**src/rtl/spi_temp_scanner_pkg.sv**
```systemverilog
// ---------------------------------------------------------------------------
// spi_temp_scanner_pkg: FSM state encoding and the frame-slice helper shared
// by the SPI temperature scanner.   Rev 1.0
// ---------------------------------------------------------------------------
`default_nettype none

package spi_temp_scanner_pkg;

  typedef enum logic [2:0] {
    ST_IDLE  = 3'd0,
    ST_SETUP = 3'd1,
    ST_SHIFT = 3'd2,
    ST_HOLD  = 3'd3,
    ST_LATCH = 3'd4,
    ST_GAP   = 3'd5
  } state_t;

  // The temperature is the top TEMP_BITS of the frame; this is its LSB index.
  function automatic int frame_lsb(input int frame_bits, input int temp_bits);
    return frame_bits - temp_bits;
  endfunction

endpackage

`default_nettype wire

```
**src/rtl/spi_sck_gen.sv**
```systemverilog
// ---------------------------------------------------------------------------
// spi_sck_gen: SCK_DIV half-period divider; sck idles low, first toggle rises.
// rise/fall strobe the cycle before the edge that moves sck.   Rev 1.0
// ---------------------------------------------------------------------------
`default_nettype none

module spi_sck_gen #(
  parameter int SCK_DIV = 2
) (
  input  logic clk,
  input  logic rst_n,
  input  logic run,
  output logic sck,
  output logic rise,
  output logic fall
);

  localparam int CW = (SCK_DIV > 1) ? $clog2(SCK_DIV) : 1;

  logic [CW-1:0] cnt;
  logic          tick;

  assign tick = run && (cnt == CW'(SCK_DIV - 1));
  assign rise = tick && !sck;
  assign fall = tick && sck;

  always_ff @(posedge clk or negedge rst_n) begin
    if (!rst_n) begin
      cnt <= '0;
      sck <= 1'b0;
    end else if (!run) begin
      cnt <= '0;
      sck <= 1'b0;
    end else if (tick) begin
      cnt <= '0;
      sck <= ~sck;
    end else begin
      cnt <= cnt + 1'b1;
    end
  end

endmodule

`default_nettype wire

```
**src/rtl/spi_temp_scanner.sv**
```systemverilog
// ---------------------------------------------------------------------------
// spi_temp_scanner: round-robin LM70-class SPI poller with per-channel latched
// temperatures. Define TEMP_ALARM_EN for hysteretic over-temp alarms. Rev 1.0
// ---------------------------------------------------------------------------
`default_nettype none

module spi_temp_scanner
  import spi_temp_scanner_pkg::*;
#(
  parameter int NUM_CH     = 2,
  parameter int FRAME_BITS = 16,
  parameter int TEMP_BITS  = 9,
  parameter int SCK_DIV    = 2,
  parameter int GAP_CYCLES = 4
) (
  input  logic                              clk,
  input  logic                              rst_n,
  input  logic                              enable,
  output logic [NUM_CH-1:0]                 cs_n,
  output logic                              sck,
  input  logic                              sio,
  output logic [NUM_CH*TEMP_BITS-1:0]       temp_all,
  output logic [((NUM_CH > 1) ? $clog2(NUM_CH) : 1)-1:0] temp_ch,
  output logic                              temp_valid,
  output logic                              busy
`ifdef TEMP_ALARM_EN
  ,
  input  logic [TEMP_BITS-1:0]              thresh_hi,
  input  logic [TEMP_BITS-1:0]              thresh_lo,
  output logic [NUM_CH-1:0]                 alarm
`endif
);

  localparam int CH_W     = (NUM_CH > 1) ? $clog2(NUM_CH) : 1;
  localparam int MAX_WAIT = (SCK_DIV > GAP_CYCLES) ? SCK_DIV : GAP_CYCLES;
  localparam int CNT_W    = $clog2(MAX_WAIT + 1);
  localparam int BIT_W    = $clog2(FRAME_BITS + 1);
  localparam int TEMP_LSB = frame_lsb(FRAME_BITS, TEMP_BITS);

  state_t                  state;
  state_t                  state_nx;
  logic [CNT_W-1:0]        cnt;
  logic [BIT_W-1:0]        falls;
  logic [FRAME_BITS-1:0]   shreg;
  logic [CH_W-1:0]         ch;
  logic [NUM_CH-1:0]       cs_nx;
  logic [TEMP_BITS-1:0]    temp_new;
  logic                    sck_rise;
  logic                    sck_fall;
  logic                    latch_now;

  spi_sck_gen #(
    .SCK_DIV (SCK_DIV)
  ) u_sck_gen (
    .clk   (clk),
    .rst_n (rst_n),
    .run   (state == ST_SHIFT),
    .sck   (sck),
    .rise  (sck_rise),
    .fall  (sck_fall)
  );

  assign busy      = (state != ST_IDLE);
  assign temp_new  = shreg[TEMP_LSB +: TEMP_BITS];
  assign latch_now = (state_nx == ST_LATCH);

  always_ff @(posedge clk or negedge rst_n) begin
    if (!rst_n) state <= ST_IDLE;
    else        state <= state_nx;
  end

  always_comb begin
    state_nx = state;
    cs_nx    = '1;
    case (state)
      ST_IDLE:  if (enable) state_nx = ST_SETUP;
      ST_SETUP: if (cnt == CNT_W'(SCK_DIV - 1)) state_nx = ST_SHIFT;
      ST_SHIFT: if (sck_fall && (falls == BIT_W'(FRAME_BITS - 1))) state_nx = ST_HOLD;
      ST_HOLD:  if (cnt == CNT_W'(SCK_DIV - 1)) state_nx = ST_LATCH;
      ST_LATCH: state_nx = ST_GAP;
      ST_GAP:   if (cnt == CNT_W'(GAP_CYCLES - 1)) state_nx = enable ? ST_SETUP : ST_IDLE;
      default:  state_nx = ST_IDLE;
    endcase
    // chip select is registered from the next state so it moves with the edge
    if (state_nx == ST_SETUP || state_nx == ST_SHIFT || state_nx == ST_HOLD)
      cs_nx = ~(NUM_CH'(1) << ch);
  end

  always_ff @(posedge clk or negedge rst_n) begin
    if (!rst_n) begin
      cs_n  <= '1;
      cnt   <= '0;
      falls <= '0;
      shreg <= '0;
    end else begin
      cs_n <= cs_nx;
      if (state_nx != state)
        cnt <= '0;
      else if (state == ST_SETUP || state == ST_HOLD || state == ST_GAP)
        cnt <= cnt + 1'b1;
      if (state != ST_SHIFT)
        falls <= '0;
      else if (sck_fall)
        falls <= falls + 1'b1;
      if (sck_rise)
        shreg <= {shreg[FRAME_BITS-2:0], sio};
    end
  end

  always_ff @(posedge clk or negedge rst_n) begin
    if (!rst_n) begin
      ch         <= '0;
      temp_all   <= '0;
      temp_ch    <= '0;
      temp_valid <= 1'b0;
    end else begin
      temp_valid <= latch_now;
      if (latch_now) begin
        temp_all[int'(ch)*TEMP_BITS +: TEMP_BITS] <= temp_new;
        temp_ch <= ch;
        ch      <= (ch == CH_W'(NUM_CH - 1)) ? '0 : ch + 1'b1;
      end
    end
  end

`ifdef TEMP_ALARM_EN
  logic al_set;
  logic al_clr;

  assign al_set = $signed(temp_new) > $signed(thresh_hi);
  assign al_clr = $signed(temp_new) < $signed(thresh_lo);

  // set has priority so an inverted threshold pair fails safe
  always_ff @(posedge clk or negedge rst_n) begin
    if (!rst_n) begin
      alarm <= '0;
    end else if (latch_now) begin
      if (al_set)      alarm[ch] <= 1'b1;
      else if (al_clr) alarm[ch] <= 1'b0;
    end
  end
`endif

endmodule

`default_nettype wire

```
**config.mk**
```make
export PLATFORM = sky130hd
export DESIGN_NAME = spi_temp_scanner
export DESIGN_NICKNAME = d
export VERILOG_FILES = /design/src/rtl/spi_temp_scanner_pkg.sv /design/src/rtl/spi_sck_gen.sv /design/src/rtl/spi_temp_scanner.sv
export SDC_FILE = /design/constraint.sdc
export NUM_CORES = 1
export LEC_CHECK = 0
export BUFFER_PORTS_ARGS = -buffer_cell sky130_fd_sc_hd__buf_4
export CAP_MARGIN = 20
export CORE_AREA = 2 2 71 73
export CTS_CLUSTER_DIAMETER = 80
export DETAILED_ROUTE_END_ITERATION = 10
export DIE_AREA = 0 0 73 75
export PLACE_DENSITY = 0.72
export SLEW_MARGIN = 20
export SYNTH_ARGS = -nofsm -noshare
export SYNTH_HDL_FRONTEND = slang
export SYNTH_SLANG_ARGS = --single-unit
```
**constraint.sdc**
```tcl
create_clock -name clk -period 1.5 [get_ports clk]
set_input_delay 0 -clock clk [delete_from_list [all_inputs] [get_ports clk]]
set_output_delay 0 -clock clk [all_outputs]
set_load 0.05 [all_outputs]
```
==> results of run 1 <==
-- final timing paths --
path,cells past startpoint,endpoint,from,slack (ns)
max in group asynchronous,2,u_sck_gen.sck,rst_n,0.78
max reg2reg,5,temp_all[16],cnt[1],-0.07
max,5,temp_all[16],cnt[1],-0.07
min,4,cs_n[1],enable,0.04
min reg2reg,1,shreg[3],shreg[3],0.49
min in group asynchronous,2,temp_all[17],rst_n,0.26
-- registers in the layout, summed over array words and instances (netlist names), 2 cells and up --
signal	count
cnt	3
temp_all	18
cs_n	2
state	3
falls	5
shreg	16
-- worst reg2reg max path, cell delays in order (launching register included) --
cell	delay, ns
dfrtp_1	0.40
inv_2	0.08
ha_4	0.12
and4bb_4	0.28
and3_4	0.27
mux2_4	0.31
-- cell type report --
class,count,share of cell area
tap,54,0.0233
clock buffer,5,0.0237
multi-input combinational,97,0.349
clock inverter,3,0.0164
sequential,52,0.450
timing repair buffer,48,0.133
inverter,4,0.00518
-- power by group through the flow --
stage                     logic (mW)  registers, mW  clock network [mW]
after detailed placement      0.0560           1.46                   0
after CTS                     0.0598           1.43               0.985
after global routing          0.0658           1.44                1.05
final                         0.0579           1.43               0.964
after floorplan               0.0210           1.46                   0
after global placement        0.0534           1.46                   0
-- cells in the final DEF (no fill, tap or decap), drive strengths merged --
cell type	synthesis	final
dfstp	2	2
dfrtp	50	50
and3b	1	1
nand2b	3	3
a311o	1	1
bufinv	0	1
xnor2	3	3
nor2	9	9
nor3b	1	1
a21oi	3	3
and2	1	1
or3	2	2
nand3	3	3
o22ai	2	2
mux2	34	34
o21ai	1	1
nand3b	4	4
ha	5	5
nor2b	2	2
buf	5	46
and4bb	1	1
o211ai	1	1
clkinv	0	2
inv	4	4
or2	1	1
mux2i	1	1
nand2	8	8
a211oi	1	1
a21o	1	1
and3	2	3
nor4bb	1	1
o221ai	1	1
dlygate4sd3	0	2
nand4b	1	1
xor2	2	2
clkbuf	1	5
-- stage by stage --
step	hold WS [ns]	instance area, um^2
4_1_cts	0.0252	2860
6_report	0.0427	2900
5_1_grt	0.0688	2900
3_3_place_gp	0.0478	2600
3_5_place_dp	0.0630	2600
2_1_floorplan	-0.296	2300
-- metal layers --
| metal | share of wire | track usage | vias up | routed length [um] |
|---|---|---|---|---|
| met5 | 0 | 0 | - | 0 |
| met1 | 0.42 | 0.209 | 694 | 1820 |
| li1 | - | - | 653 | - |
| met2 | 0.53 | 0.300 | 31 | 2280 |
| met4 | 0.021 | 0.0638 | 0 | 89 |
| met3 | 0.029 | 0.0428 | 10 | 123 |
-- timing repair --
action                                  in CTS  in global routing
hold buffers                                 2                  0
gates cloned                                 1                  0
pin swaps                                    7                  3
endpoints found under the hold margin       51                  0
endpoints found under the setup margin      34                 23
buffers inserted                             6                  1
gates resized for setup                     12                  6
-- cell families (layout without fill, tap and decap cells) --
kind of cell,Yosys count,count (layout)
AOI/OAI and AO/OA,11,11
xor gates and xnor gates,5,5
adders and majority gates,5,5
buffers and inverters,10,60
DFF,52,52
muxes,35,35
and+or+nand+nor,40,41
==> metrics.csv, run 1 <==
metric;value;unit
outcome;finished, violations left;
failed_checks;setup timing;
drive_gt1_frac;0.464;
clockBufferDepth;2;
synth_nets;167;
dpl.hpwl;2820;um
path_clk_slew;0.09;ns
ir_drop;0.466;mV
crit_slowest_cell;dfrtp_1;
timing.critical_path.required;1.69;ns
setup_viol;18;
synth_ff_type;dfrtp_1;
antenna_found_initial;0;
max_stage_delay;0.40;ns
switching_power;0.507;mW
instances_no_fill;263;
grt_pass1_vias;1426;
finalPower;2.45;mW
grt_max_degree;53;
dp_slack;-0.173;ns
cp_cell_sequence;inv_2 -> ha_4 -> and4bb_4 -> and3_4 -> mux2_4;
vias;1388;
start_util;0.492;
critPathMaxFanout;5;
p_per_area;846;nW/um^2
yosys.area.top_type;dfrtp_1;
yosysWarningCount;0;
ys_seq_area_frac;0.568;
globalplace.congestion;0.773;
finalWirelength;4310;um
leakagePower;1.41;nW
htreeDepth;2;
synth_top_cells_by_count;dfrtp_1 (50), mux2_4 (19), mux2_1 (12);
syn-instance-count;158;
min_period;1.57;ns
nets;217;
tightest_slew;0.638;ns
final_max_slew_viol_count;0;
p_seq_frac;0.584;
grt_first_pass_wirelength;7070;um
startpoint_type;flop;
period_share;1.05;
end_kind;flop;
pwr-share-clk;0.393;
cts_buffers;5;
avgSynthCellArea;14.5;um^2
min_path_type;in2reg;
n_antenna_cell;0;
swShare;0.207;
finalClockSkew;0.00903;ns
synth_xor_area_frac;0.0191;
synth-simple-area-share;0.118;
synth_cell_type_count;39;
seq_area;1310;um^2
cts.root.buffer_cell;clkbuf_8;
die_area;5480;um^2
multi_input_area;1010;um^2
synthArstFlopShare;1.00;
synth_top_cell_area_share;0.545;
die_height;75;um
yosysMostFrequentCell;dfrtp_1;
synth_edf_count;0;
firstDrtPassIters;6;
cts_sinks;52;
nFillCells;348;
clock_latency;0.31;ns
port_buffers;27;
routed_via_density;5.28;
final_antenna_net_count;0;
intPower;1.95;mW
synthAdderAreaFrac;0.0273;
max_freq;0.637;GHz
synthMuxAreaShare;0.202;
path_class;reg2reg;
syn_to_final_growth;26.4;%
final_util;0.622;
dp_cells;245;
wl_per_cell;16.4;um
drc_errors;0;
die_w;73;um
finalHoldViolCount;0;
synth_top_family_by_area;multiplexers;
crit_arrival;1.76;ns
track_usage;0.173;
ys_ff_latch;52;
crit_family;simple AND/OR/NAND/NOR gates;
synth_area_leaders;dfrtp_1 (55%), mux2_4 (12%), mux2_1 (5.9%);
cts_tree;yes;
fin_setup_tns;-0.845;ns
syn_area;2290;um^2
grt-ovfl-total;0;
drtIter0Drc;47;
coreArea;4660;um^2
rows;25;
worst_slack;-0.0692;ns
critPathBufInv;1;
grt_setup_unrepaired;yes;
relSlewSlack;0.575;
pwr-share-comb;0.024;
max_cap_violations;0;
io_pins;28;
synth_compound_area_frac;0.0322;
(Power assumes the default switching activity.)
==> run 2, diff against run 1 <==
--- a/config.mk
+++ b/config.mk
@@ -5,13 +5,14 @@
 export SDC_FILE = /design/constraint.sdc
 export NUM_CORES = 1
 export LEC_CHECK = 0
+export ABC_AREA = 1
 export BUFFER_PORTS_ARGS = -buffer_cell sky130_fd_sc_hd__buf_4
-export CAP_MARGIN = 20
-export CORE_AREA = 2 2 71 73
+export CAP_MARGIN = 10
+export CORE_AREA = 2 2 69 71
 export CTS_CLUSTER_DIAMETER = 80
 export DETAILED_ROUTE_END_ITERATION = 10
-export DIE_AREA = 0 0 73 75
-export PLACE_DENSITY = 0.72
+export DIE_AREA = 0 0 71 73
+export PLACE_DENSITY = 0.73
 export SLEW_MARGIN = 20
 export SYNTH_ARGS = -nofsm -noshare
 export SYNTH_HDL_FRONTEND = slang
==> run 2 against run 1 <==
Compared with the run above: the flow still finishes with violations (setup timing); via count is 19% higher; core utilization is 0.75 points higher; hold slack better by 0.21 ns; fmax is 1.8% higher; routed wire length is 1.4% lower; register-to-register slack better by 0.03 ns; synthesized cell count is 42% higher; first-iteration DRC count grew to 4.5 times the previous value; die area is 5.3% lower.
==> metrics.csv, run 2 <==
metric;value;unit;change
outcome;finished, violations left;;
failed_checks;setup timing;;
ir_drop;0.417;mV;-11%
grt_first_pass_wirelength;6690;um;-5.4%
grt_pass1_vias;1458;;+2.2%
leakagePower;1.42;nW;+0.29%
regMostFlops;temp_all;;
min_path_type;in2async;;
finalHoldViolCount;0;;unchanged
timing.critical_path.required;1.70;ns;about the same
synth_cell_type_count;29;;-26%
rows;25;;unchanged
mostFrequentLayoutCells;dfrtp_1 (48), buf_4 (39), nand2_1 (36), inv_1 (22), nand2_2 (15);;
instances_no_fill;329;;+25%
final_antenna_net_count;0;;unchanged
ys_ff_latch;52;;unchanged
reg2regPathDepth;12;;+7
synth_nets;234;;+40%
syn_to_final_growth;29.6;%;
clock_latency;0.30;ns;about the same
seq_area;1310;um^2;about the same
max_stage_delay;0.40;ns;about the same
crit_end;temp_all[6];;
finalWirelength;4250;um;-1.4%
worstSetupStartpoint;cnt[1];;
drc_errors;0;;unchanged
reg2reg_slack;-0.04;ns;+0.03 ns
htreeDepth;2;;unchanged
period_share;1.03;;-0.0188
die_w;71;um;-2.7%
nets;283;;+30%
cp_cell_sequence;inv_1 -> ha_2 -> nand2_2 -> inv_2 -> nand3_4 -> nor2_4 -> inv_2 -> nor2_4 -> buf_12 -> inv_8 -> nand2_1 -> o21ai_2;;
antenna_found_initial;0;;unchanged
cts_tree;yes;;
die_height;73;um;-2.7%
finalClockSkew;0.0105;ns;+0.00150 ns
multi_input_area;881;um^2;-13%
syn-instance-count;225;;+42%
globalplace.congestion;0.812;;+5.1%
firstDrtPassIters;4;;-2
end_kind;flop;;
p_per_area;792;nW/um^2;-6.4%
dpl.hpwl;2520;um;-11%
wl_per_cell;12.9;um;-21%
track_usage;0.165;;-0.00791
yosys.area.top_type;dfrtp_1;;
die_area;5180;um^2;-5.3%
min_period;1.54;ns;-0.0282 ns
ys_seq_area_frac;0.591;;+0.0232
crit_slowest_cell;dfrtp_1;;
crit_arrival;1.74;ns;-0.02 ns
clockBufferDepth;2;;unchanged
grt_max_degree;53;;unchanged
routed_via_density;5.04;;-4.6%
path_clk_slew;0.09;ns;about the same
grt-ovfl-total;0;;unchanged
synth_top_cells_by_count;dfrtp_1 (50), nand2_1 (50), inv_1 (24);;
nFillCells;362;;+4.0%
final_common_cell;dfrtp_1;;
cts_sinks;52;;unchanged
yosysWarningCount;0;;unchanged
synthArstFlopShare;1.00;;unchanged
io_pins;28;;unchanged
avgSynthCellArea;9.80;um^2;-33%
synth_ff_type;dfrtp_1;;
dp_cells;308;;+26%
syn_area;2200;um^2;-3.9%
start_util;0.486;;-0.00628
largestRegisters;temp_all: 18 flops, shreg: 16 flops, falls: 5 flops;;
coreArea;4540;um^2;-2.7%
final_max_slew_viol_count;0;;unchanged
max_freq;0.649;GHz;+1.8%
startpoint_type;flop;;
cts_buffers;5;;unchanged
worstReg2RegEnd;temp_all[6];;
fin_setup_tns;-0.293;ns;+0.552 ns
relSlewSlack;0.575;;about the same
r2r-start;cnt[1];;
synth_area_leaders;dfrtp_1 (57%), nand2_1 (8.5%), inv_1 (4.1%);;
worst_slack;-0.0410;ns;+0.0282 ns
drive_gt1_frac;0.389;;-0.0750
vias;1657;;+19%
critPathMaxFanout;10;;+5
largest_reg_flops;18;;unchanged
synth_edf_count;0;;unchanged
setup_viol;9;;-9
port_buffers;27;;unchanged
n_antenna_cell;0;;unchanged
tightest_slew;0.638;ns;-0.0000580 ns
synth_top_cell_area_share;0.568;;+0.0223
cts.root.buffer_cell;clkbuf_8;;
drtIter0Drc;210;;+350%
dp_slack;-0.131;ns;+0.0419 ns
max_cap_violations;0;;unchanged
path_class;reg2reg;;
grt_setup_unrepaired;yes;;
## run 2: cell types whose count changed after synthesis, moves of 4 or more
| cell | previous run | this run |
|---|---|---|
| inv_1 | 4 | 24 |
| o21ai_2 | 0 | 9 |
| o21ai_1 | 0 | 13 |
| nand3_1 | 3 | 7 |
| nor2_1 | 9 | 16 |
| mux2_1 | 12 | 0 |
| inv_2 | 0 | 5 |
| nand2_1 | 8 | 50 |
| buf_2 | 0 | 4 |
| mux2_4 | 19 | 0 |
| o21ai_0 | 1 | 15 |
## run 2: cell type report
type | instances | area share
Inverter | 29 | 0.0407
Clock inverter | 2 | 0.00569
Multi-Input combinational cell | 139 | 0.308
Tap cell | 54 | 0.0237
Timing Repair Buffer | 46 | 0.135
Timing Repair inverter | 1 | 0.00394
Sequential cell | 52 | 0.457
Clock buffer | 6 | 0.0254
## run 2: timing repair
item,4_1_cts,5_1_grt
setup endpoints to repair,15,30
cloned,1,1
resized for setup,10,34
pin swaps,2,3
buffers inserted,5,3
hold buffers,3,0
endpoints found under the hold margin,52,0
## run 2: kinds of logic (layout without fill, tap and decap cells)
kind of cell             Yosys count  count (layout)  synth area share
AO/OA/AOI/OAI                     43              43             0.114
AND/OR/NAND/NOR                   87              88             0.186
multiplexers                       1               1           0.00511
buffers and inverters             35              84            0.0670
flip-flops                        52              52             0.591
XOR/XNOR                           2               2           0.00795
adder cells (fa/ha/maj)            5               5            0.0284
## run 2: worst max-delay path, delay by kind of cell, from the launching register on
kind                     cells  cell delay [ns]
AO/OA/AOI/OAI                1             0.05
adder cells (fa/ha/maj)      1             0.16
flip-flops                   1             0.40
AND/OR/NAND/NOR              5             0.46
buffers and inverters        5             0.38
## run 2: worst min-delay path by stage
stage                      from           end  slack, ns  cells past startpoint
after floorplan           rst_n            ch      -0.30                      0
after global placement    rst_n   temp_all[7]       0.07                      1
after detailed placement  rst_n   temp_all[7]       0.07                      1
after CTS                 rst_n   temp_all[7]       0.29                      2
after global routing      rst_n   temp_all[7]       0.31                      2
final                     rst_n  temp_all[16]       0.25                      2
## run 2: layer usage
layer  part of all wire  track usage  routed length [um]
met1               0.45        0.226                1910
met2               0.50        0.260                2110
met3              0.039       0.0387                 165
met4              0.014       0.0587                  61
met5                  0            0                   0
## run 2: stage by stage
| stage | total power, mW | area (um^2) | util | hold slack, ns |
|---|---|---|---|---|
| after CTS | 2.30 | 2720 | 0.599 | 0.287 |
| after global routing | 2.35 | 2860 | 0.630 | 0.313 |
| after global placement | 1.51 | 2510 | 0.553 | 0.0677 |
| after detailed placement | 1.51 | 2510 | 0.553 | 0.0692 |
| final | 2.26 | 2860 | 0.630 | 0.252 |
| after floorplan | 1.47 | 2200 | - | -0.296 |
## run 2: power by group
part | internal [mW] | switching, mW
Sequential | 1.42 | 0.00735
Combinational | 0.0191 | 0.0443
Clock | 0.332 | 0.441
